[config.mk]
export PLATFORM = sky130hd
export DESIGN_NAME = register_file_param_flat
export DESIGN_NICKNAME = d
export VERILOG_FILES = /design/src/rtl/register_file_param_if.sv /design/src/rtl/register_file_param.sv /design/src/flat_wrapper.sv
export SDC_FILE = /design/constraint.sdc
export NUM_CORES = 1
export LEC_CHECK = 0
export CORE_MARGIN = 1
export CORE_UTILIZATION = 45
export CTS_CLUSTER_DIAMETER = 150
export CTS_CLUSTER_SIZE = 10
export DETAILED_ROUTE_END_ITERATION = 6
export DONT_BUFFER_PORTS = 1
export PLACE_DENSITY = 0.57
export SLEW_MARGIN = 20
export SYNTH_ARGS = -nofsm -noshare
export SYNTH_HDL_FRONTEND = slang
export SYNTH_SLANG_ARGS = --single-unit
[constraint.sdc]
create_clock -name clk -period 2.3 [get_ports clk]
set_input_delay 0.46 -clock clk [delete_from_list [all_inputs] [get_ports clk]]
set_output_delay 0.46 -clock clk [all_outputs]
set_load 0.05 [all_outputs]
[src/rtl/register_file_param_if.sv]
// Register file bus: write port, two read ports, bulk-clear request and status.
// The control unit drives through master; the register file attaches as slave.
interface register_file_param_if #(
    parameter int DATA_W = 16,
    parameter int ADDR_W = 3
);
    logic [DATA_W-1:0] wrData;
    logic [ADDR_W-1:0] wrAddr;
    logic              wrEn;
    logic [ADDR_W-1:0] rdAddr1;
    logic [ADDR_W-1:0] rdAddr2;
    logic [DATA_W-1:0] rdData1;
    logic [DATA_W-1:0] rdData2;
    logic              clrReq;
    logic              busy;
    logic              wrDropped;

    modport master (
        output wrData, wrAddr, wrEn, rdAddr1, rdAddr2, clrReq,
        input  rdData1, rdData2, busy, wrDropped
    );

    modport slave (
        input  wrData, wrAddr, wrEn, rdAddr1, rdAddr2, clrReq,
        output rdData1, rdData2, busy, wrDropped
    );
endinterface

[src/rtl/register_file_param.sv]
// Parametrised register file: 1 write / 2 combinational read ports, sequenced bulk clear.
// Optional write-through forwarding on reads when REGFILE_BYPASS_EN is defined.
module register_file_param #(
    parameter int DATA_W   = 16,
    parameter int ADDR_W   = 3,
    parameter int ZERO_REG = 0
) (
    input logic                  clk,
    input logic                  rst,
    register_file_param_if.slave bus
);
    localparam int DEPTH = 1 << ADDR_W;
    localparam logic [0:0] ST_IDLE  = 1'b0;
    localparam logic [0:0] ST_CLEAR = 1'b1;
    localparam logic [ADDR_W-1:0] LAST_IDX = ADDR_W'(DEPTH - 1);

    logic [0:0]        r_state;
    logic [ADDR_W-1:0] r_cnt;
    logic              r_wr_dropped;
    logic [DATA_W-1:0] w_regs [DEPTH];
    logic              w_idle;
    logic              w_clearing;
    logic              w_zero_hit;
    logic              w_wr_ok;
    logic [DATA_W-1:0] w_rd1;
    logic [DATA_W-1:0] w_rd2;

    assign w_idle     = (r_state == ST_IDLE);
    assign w_clearing = (r_state == ST_CLEAR);
    assign w_zero_hit = (ZERO_REG != 0) && (bus.wrAddr == '0);
    assign w_wr_ok    = bus.wrEn && w_idle && !w_zero_hit;

    // Clear engine: counter walks 0..DEPTH-1 and wraps back to 0 on exit.
    always_ff @(posedge clk or negedge rst) begin
        if (!rst) begin
            r_state      <= ST_IDLE;
            r_cnt        <= '0;
            r_wr_dropped <= 1'b0;
        end else if (w_idle) begin
            if (bus.clrReq) begin
                r_state <= ST_CLEAR;
                r_cnt   <= '0;
            end
        end else begin
            r_cnt <= r_cnt + 1'b1;
            if (bus.wrEn) begin
                r_wr_dropped <= 1'b1;
            end
            if (r_cnt == LAST_IDX) begin
                r_state <= ST_IDLE;
            end
        end
    end

    for (genvar gi = 0; gi < DEPTH; gi++) begin : g_reg
        localparam logic [ADDR_W-1:0] IDX = ADDR_W'(gi);
        if ((ZERO_REG != 0) && (gi == 0)) begin : g_zero
            assign w_regs[gi] = '0;
        end else begin : g_store
            logic [DATA_W-1:0] r_val;
            always_ff @(posedge clk or negedge rst) begin
                if (!rst) begin
                    r_val <= '0;
                end else if (w_clearing && (r_cnt == IDX)) begin
                    r_val <= '0;
                end else if (w_wr_ok && (bus.wrAddr == IDX)) begin
                    r_val <= bus.wrData;
                end
            end
            assign w_regs[gi] = r_val;
        end
    end

    always_comb begin
        w_rd1 = w_regs[bus.rdAddr1];
        w_rd2 = w_regs[bus.rdAddr2];
`ifdef REGFILE_BYPASS_EN
        // Forward only writes that will actually land; never while in reset.
        if (rst && w_wr_ok && (bus.rdAddr1 == bus.wrAddr)) begin
            w_rd1 = bus.wrData;
        end
        if (rst && w_wr_ok && (bus.rdAddr2 == bus.wrAddr)) begin
            w_rd2 = bus.wrData;
        end
`else
`endif
    end

    assign bus.rdData1   = w_rd1;
    assign bus.rdData2   = w_rd2;
    assign bus.busy      = w_clearing;
    assign bus.wrDropped = r_wr_dropped;
endmodule

[src/flat_wrapper.sv]
// flat-port wrapper written by rule: the top's interface ports become plain ports
module register_file_param_flat 
#(
    parameter int DATA_W   = 16,
    parameter int ADDR_W   = 3,
    parameter int ZERO_REG = 0
)
  (clk, rst, bus_wrData, bus_wrAddr, bus_wrEn, bus_rdAddr1, bus_rdAddr2, bus_clrReq, bus_rdData1, bus_rdData2, bus_busy, bus_wrDropped);
  register_file_param_if #(.DATA_W(DATA_W), .ADDR_W(ADDR_W)) bus_i ();
  input logic clk;
  input logic rst;
  input wire logic [$bits(bus_i.wrData)-1:0] bus_wrData;
  input wire logic [$bits(bus_i.wrAddr)-1:0] bus_wrAddr;
  input wire logic [$bits(bus_i.wrEn)-1:0] bus_wrEn;
  input wire logic [$bits(bus_i.rdAddr1)-1:0] bus_rdAddr1;
  input wire logic [$bits(bus_i.rdAddr2)-1:0] bus_rdAddr2;
  input wire logic [$bits(bus_i.clrReq)-1:0] bus_clrReq;
  output wire logic [$bits(bus_i.rdData1)-1:0] bus_rdData1;
  output wire logic [$bits(bus_i.rdData2)-1:0] bus_rdData2;
  output wire logic [$bits(bus_i.busy)-1:0] bus_busy;
  output wire logic [$bits(bus_i.wrDropped)-1:0] bus_wrDropped;
  assign bus_i.wrData = bus_wrData;
  assign bus_i.wrAddr = bus_wrAddr;
  assign bus_i.wrEn = bus_wrEn;
  assign bus_i.rdAddr1 = bus_rdAddr1;
  assign bus_i.rdAddr2 = bus_rdAddr2;
  assign bus_i.clrReq = bus_clrReq;
  assign bus_rdData1 = bus_i.rdData1;
  assign bus_rdData2 = bus_i.rdData2;
  assign bus_busy = bus_i.busy;
  assign bus_wrDropped = bus_i.wrDropped;
  register_file_param #(.DATA_W(DATA_W), .ADDR_W(ADDR_W), .ZERO_REG(ZERO_REG)) u_core (.clk(clk), .rst(rst), .bus(bus_i));
endmodule
==> results.yml <==
clock_network:
  post_cts_resized: 0
  cts_inserted_buffers: 17
  cts_tree: "built"
  clkTransAtPathRegs_ns: 0.06
  cts-root-buf: "clkbuf_16"
  postCtsSetupBuffers: 0
  cts.sinks: 133
  ctsLongestPathBuffers: 2
  insertion_delay_ns: 0.43
  h-tree-depth: 4
worst_setup_path:
  start_kind: "flip-flop"
  reg2reg_depth: 3
  critPathBufInv: 0
  cp_data_arrival_time_ns: 1.75
  critPathMaxStageDelay_ns: 0.51
  worstPathCellList: "mux4_2 > mux2_2"
  critPathKind: "reg2out"
  crit_fanout: 3
  reg2reg_to: "u_core.g_reg[0].g_store.r_val[12]$_DFFE_PN0P_"
  crit_required_ns: 1.84
  rrSetupSlack_ns: 0.64
  rr_startpoint: "u_core.bus.busy$_DFF_PN0_"
  endpoint_kind: "output port"
  crit_family: "multiplexers"
  crit_slowest_cell: "mux4_2"
placed_design:
  gp_congestion: 0.768
  dpl.hpwl_um: 12200
  place_ws_ns: 0.442
  placedCellCount: 774
  numPortBuffers: 0
timing:
  setup_ws_ns: 0.0857
  finalCritPeriodShare_pct: 96.3
  rsz0062_at_grt: "no"
  tns_ns: 0
  fin_skew_ns: 0.00741
  hold_ws_ns: -0.269
  fin_crit_ns: 2.21
  finalSetupViolCount: 0
  drv_slew: 0
  max_freq_mhz: 452
  worst_pin_slew_ns: 0.707
  max_slew_margin_pct: 52.7
  final_hold_viol_count: 133
pwr:
  p_sw_w: 0.00397
  clockPowerShare_pct: 25.4
  intPower_w: 0.00638
  power.leakage_nw: 3.93
  p_per_area_nw_per_um2: 1250
  total_power_w: 0.0103
  pwr-share-comb_pct: 36.0
  power_frac_seq_pct: 38.6
  ir_worst_vdd_mv: 0.696
  swShare_pct: 38.4
final_layout:
  fin_nets: 612
  syn_to_final_growth_pct: 10.2
  instances_no_fill: 807
  layout-drive-gt1-share_pct: 25.8
  utilization_pct: 51.4
yosys:
  syn_area_sq_um: 7480
  ys_ff_latch: 133
  syn_inst: 581
  yosysSeqAreaShare_pct: 44.5
  synthMuxAreaShare_pct: 41.3
  yosysTopAreaCellShare_pct: 44.5
  avgSynthCellArea_sq_um: 12.9
  ys_warn_count: 0
  synthAdderAreaFrac_pct: 1.00
  synth_fp_nets: 616
  synth_top_family_by_area: "multiplexers"
  synth_cell_types: 26
  synth_compound_area_share_pct: 0.401
  yosysTopAreaCell: "dfrtp_1"
  yosys.area_share.xor_xnor_pct: 0
  synth-simple-area-share_pct: 8.49
  synthTopCellsByArea: "dfrtp_1 44%, mux4_2 19%, mux2i_1 17%, nand2_1 6.6%, mux2_2 4.8%"
drt:
  drtIter0Drc: 379
  via_per_inst: 6.10
  antenna_left: 0
  firstDrtPassIters: 4
  wire_per_inst_um: 25.4
  vias: 4923
  drc_errors: 0
  finalWirelength_um: 20500
floorplan:
  core-area_sq_um: 16100
  io_pins: 63
  initial_core_util_pct: 46.6
  die_x_um: 131
  dieArea_sq_um: 17100
  die_y_um: 131
  core.rowCount: 46
grt:
  groute.usage.overall_pct: 26.3
  grt_max_degree: 134
  grt_pass1_vias: 5117
  gr-total-overflow: 0
  grt_pass1_wl_um: 31400
  antenna_found_initial: 1
flow_run:
  drv_cap: 0
run_status:
  failed_checks: "negative hold slack"
  status: "complete, but fails checks"
worst_hold_path:
  min_path_type: "in2async"
## state kept, by name, summed over array words and instances (netlist names)
name,count
u_core.bus.wrDropped,1
u_core.r_cnt,3
u_core.bus.busy,1
u_core.g.g_store.r_val,128
## how the worst max path moves through the flow
| stage | to | cells after the start | startpoint | slack (ns) |
|---|---|---|---|---|
| after floorplan | bus_rdData1[0] | 4 | bus_rdAddr1[0] | 0.13 |
| after global placement | bus_rdData2[2] | 2 | bus_rdAddr2[0] | 0.45 |
| after detailed placement | bus_rdData1[2] | 2 | bus_rdAddr1[0] | 0.44 |
| after CTS | bus_rdData1[2] | 2 | u_core.g_reg[7].g_store.r_val[2]$_DFFE_PN0P_ | 0.08 |
| after global routing | bus_rdData1[2] | 2 | u_core.g_reg[7].g_store.r_val[2]$_DFFE_PN0P_ | 0.06 |
| final | bus_rdData1[2] | 2 | u_core.g_reg[7].g_store.r_val[2]$_DFFE_PN0P_ | 0.09 |
## power by group through the flow
stage / sequential, W / combinational (W) / clock [W]
floorplan: 0.00375 / 0.00309 / 0
global placement: 0.00393 / 0.00365 / 0
detailed placement: 0.00400 / 0.00374 / 0
CTS: 0.00397 / 0.00375 / 0.00267
global route: 0.00411 / 0.00401 / 0.00278
finish: 0.00399 / 0.00373 / 0.00263
## cell families after synthesis
kind of cell / Yosys count
AO/OA/AOI/OAI: 4
adder cells (fa/ha/maj): 6
buffers and inverters: 62
flip-flops: 133
multiplexers: 225
AND/OR/NAND/NOR: 151
## metrics by stage
step,hold slack (ns),instance area (sq um)
after floorplan,0.164,7480
after global placement,0.170,7670
after detailed placement,0.170,7670
after CTS,-0.280,8250
after global routing,-0.290,8250
final,-0.269,8250
## layout make-up
cell class	count	area [sq um]
timing repair buffer	19	155
inverter	20	75.1
tap	216	270
sequential	133	3330
fill	1410	7810
clock inverter	9	75.1
multi-input combinational	386	3840
antenna	1	2.50
clock buffer	23	498
## Yosys cell counts, drive strengths merged
library cell / instances
a21o: 2
and3: 1
buf: 30
clkbuf: 12
dfrtp: 133
ha: 6
inv: 20
mux2: 32
mux2i: 129
mux4: 64
nand2: 133
nand2b: 1
nand3: 3
nand3b: 6
nor2: 2
nor3: 1
nor3b: 3
o31ai: 2
or3: 1
## layout by cell type (no fill, tap or decap), types with 5 or more instances in the layout
cell       instances
buf_4             18
inv_1             20
clkbuf_16         17
clkinv_2           6
dfrtp_1          133
nand3b_1           5
ha_1               6
clkbuf_8           5
mux2_2            32
mux2i_1          129
mux4_2            64
nand2_1          132
## worst register-to-register path, cell delays in order (launching register included)
cell and delay [ns]:
dfrtp_1 0.42, nor3b_2 0.32, nand2_2 0.48, mux2i_1 0.35
## layer usage
layer	track usage (%)	part of all wire [%]	vias to the layer above	wire (um)
met5	0	0	-	0
met4	9.53	1.8	0	368
met3	6.27	6.2	28	1270
met2	41.7	49	171	9990
met1	35.4	43	2635	8870
li1	-	-	2089	-
Note: power is estimated with default switching activity, not from simulation.
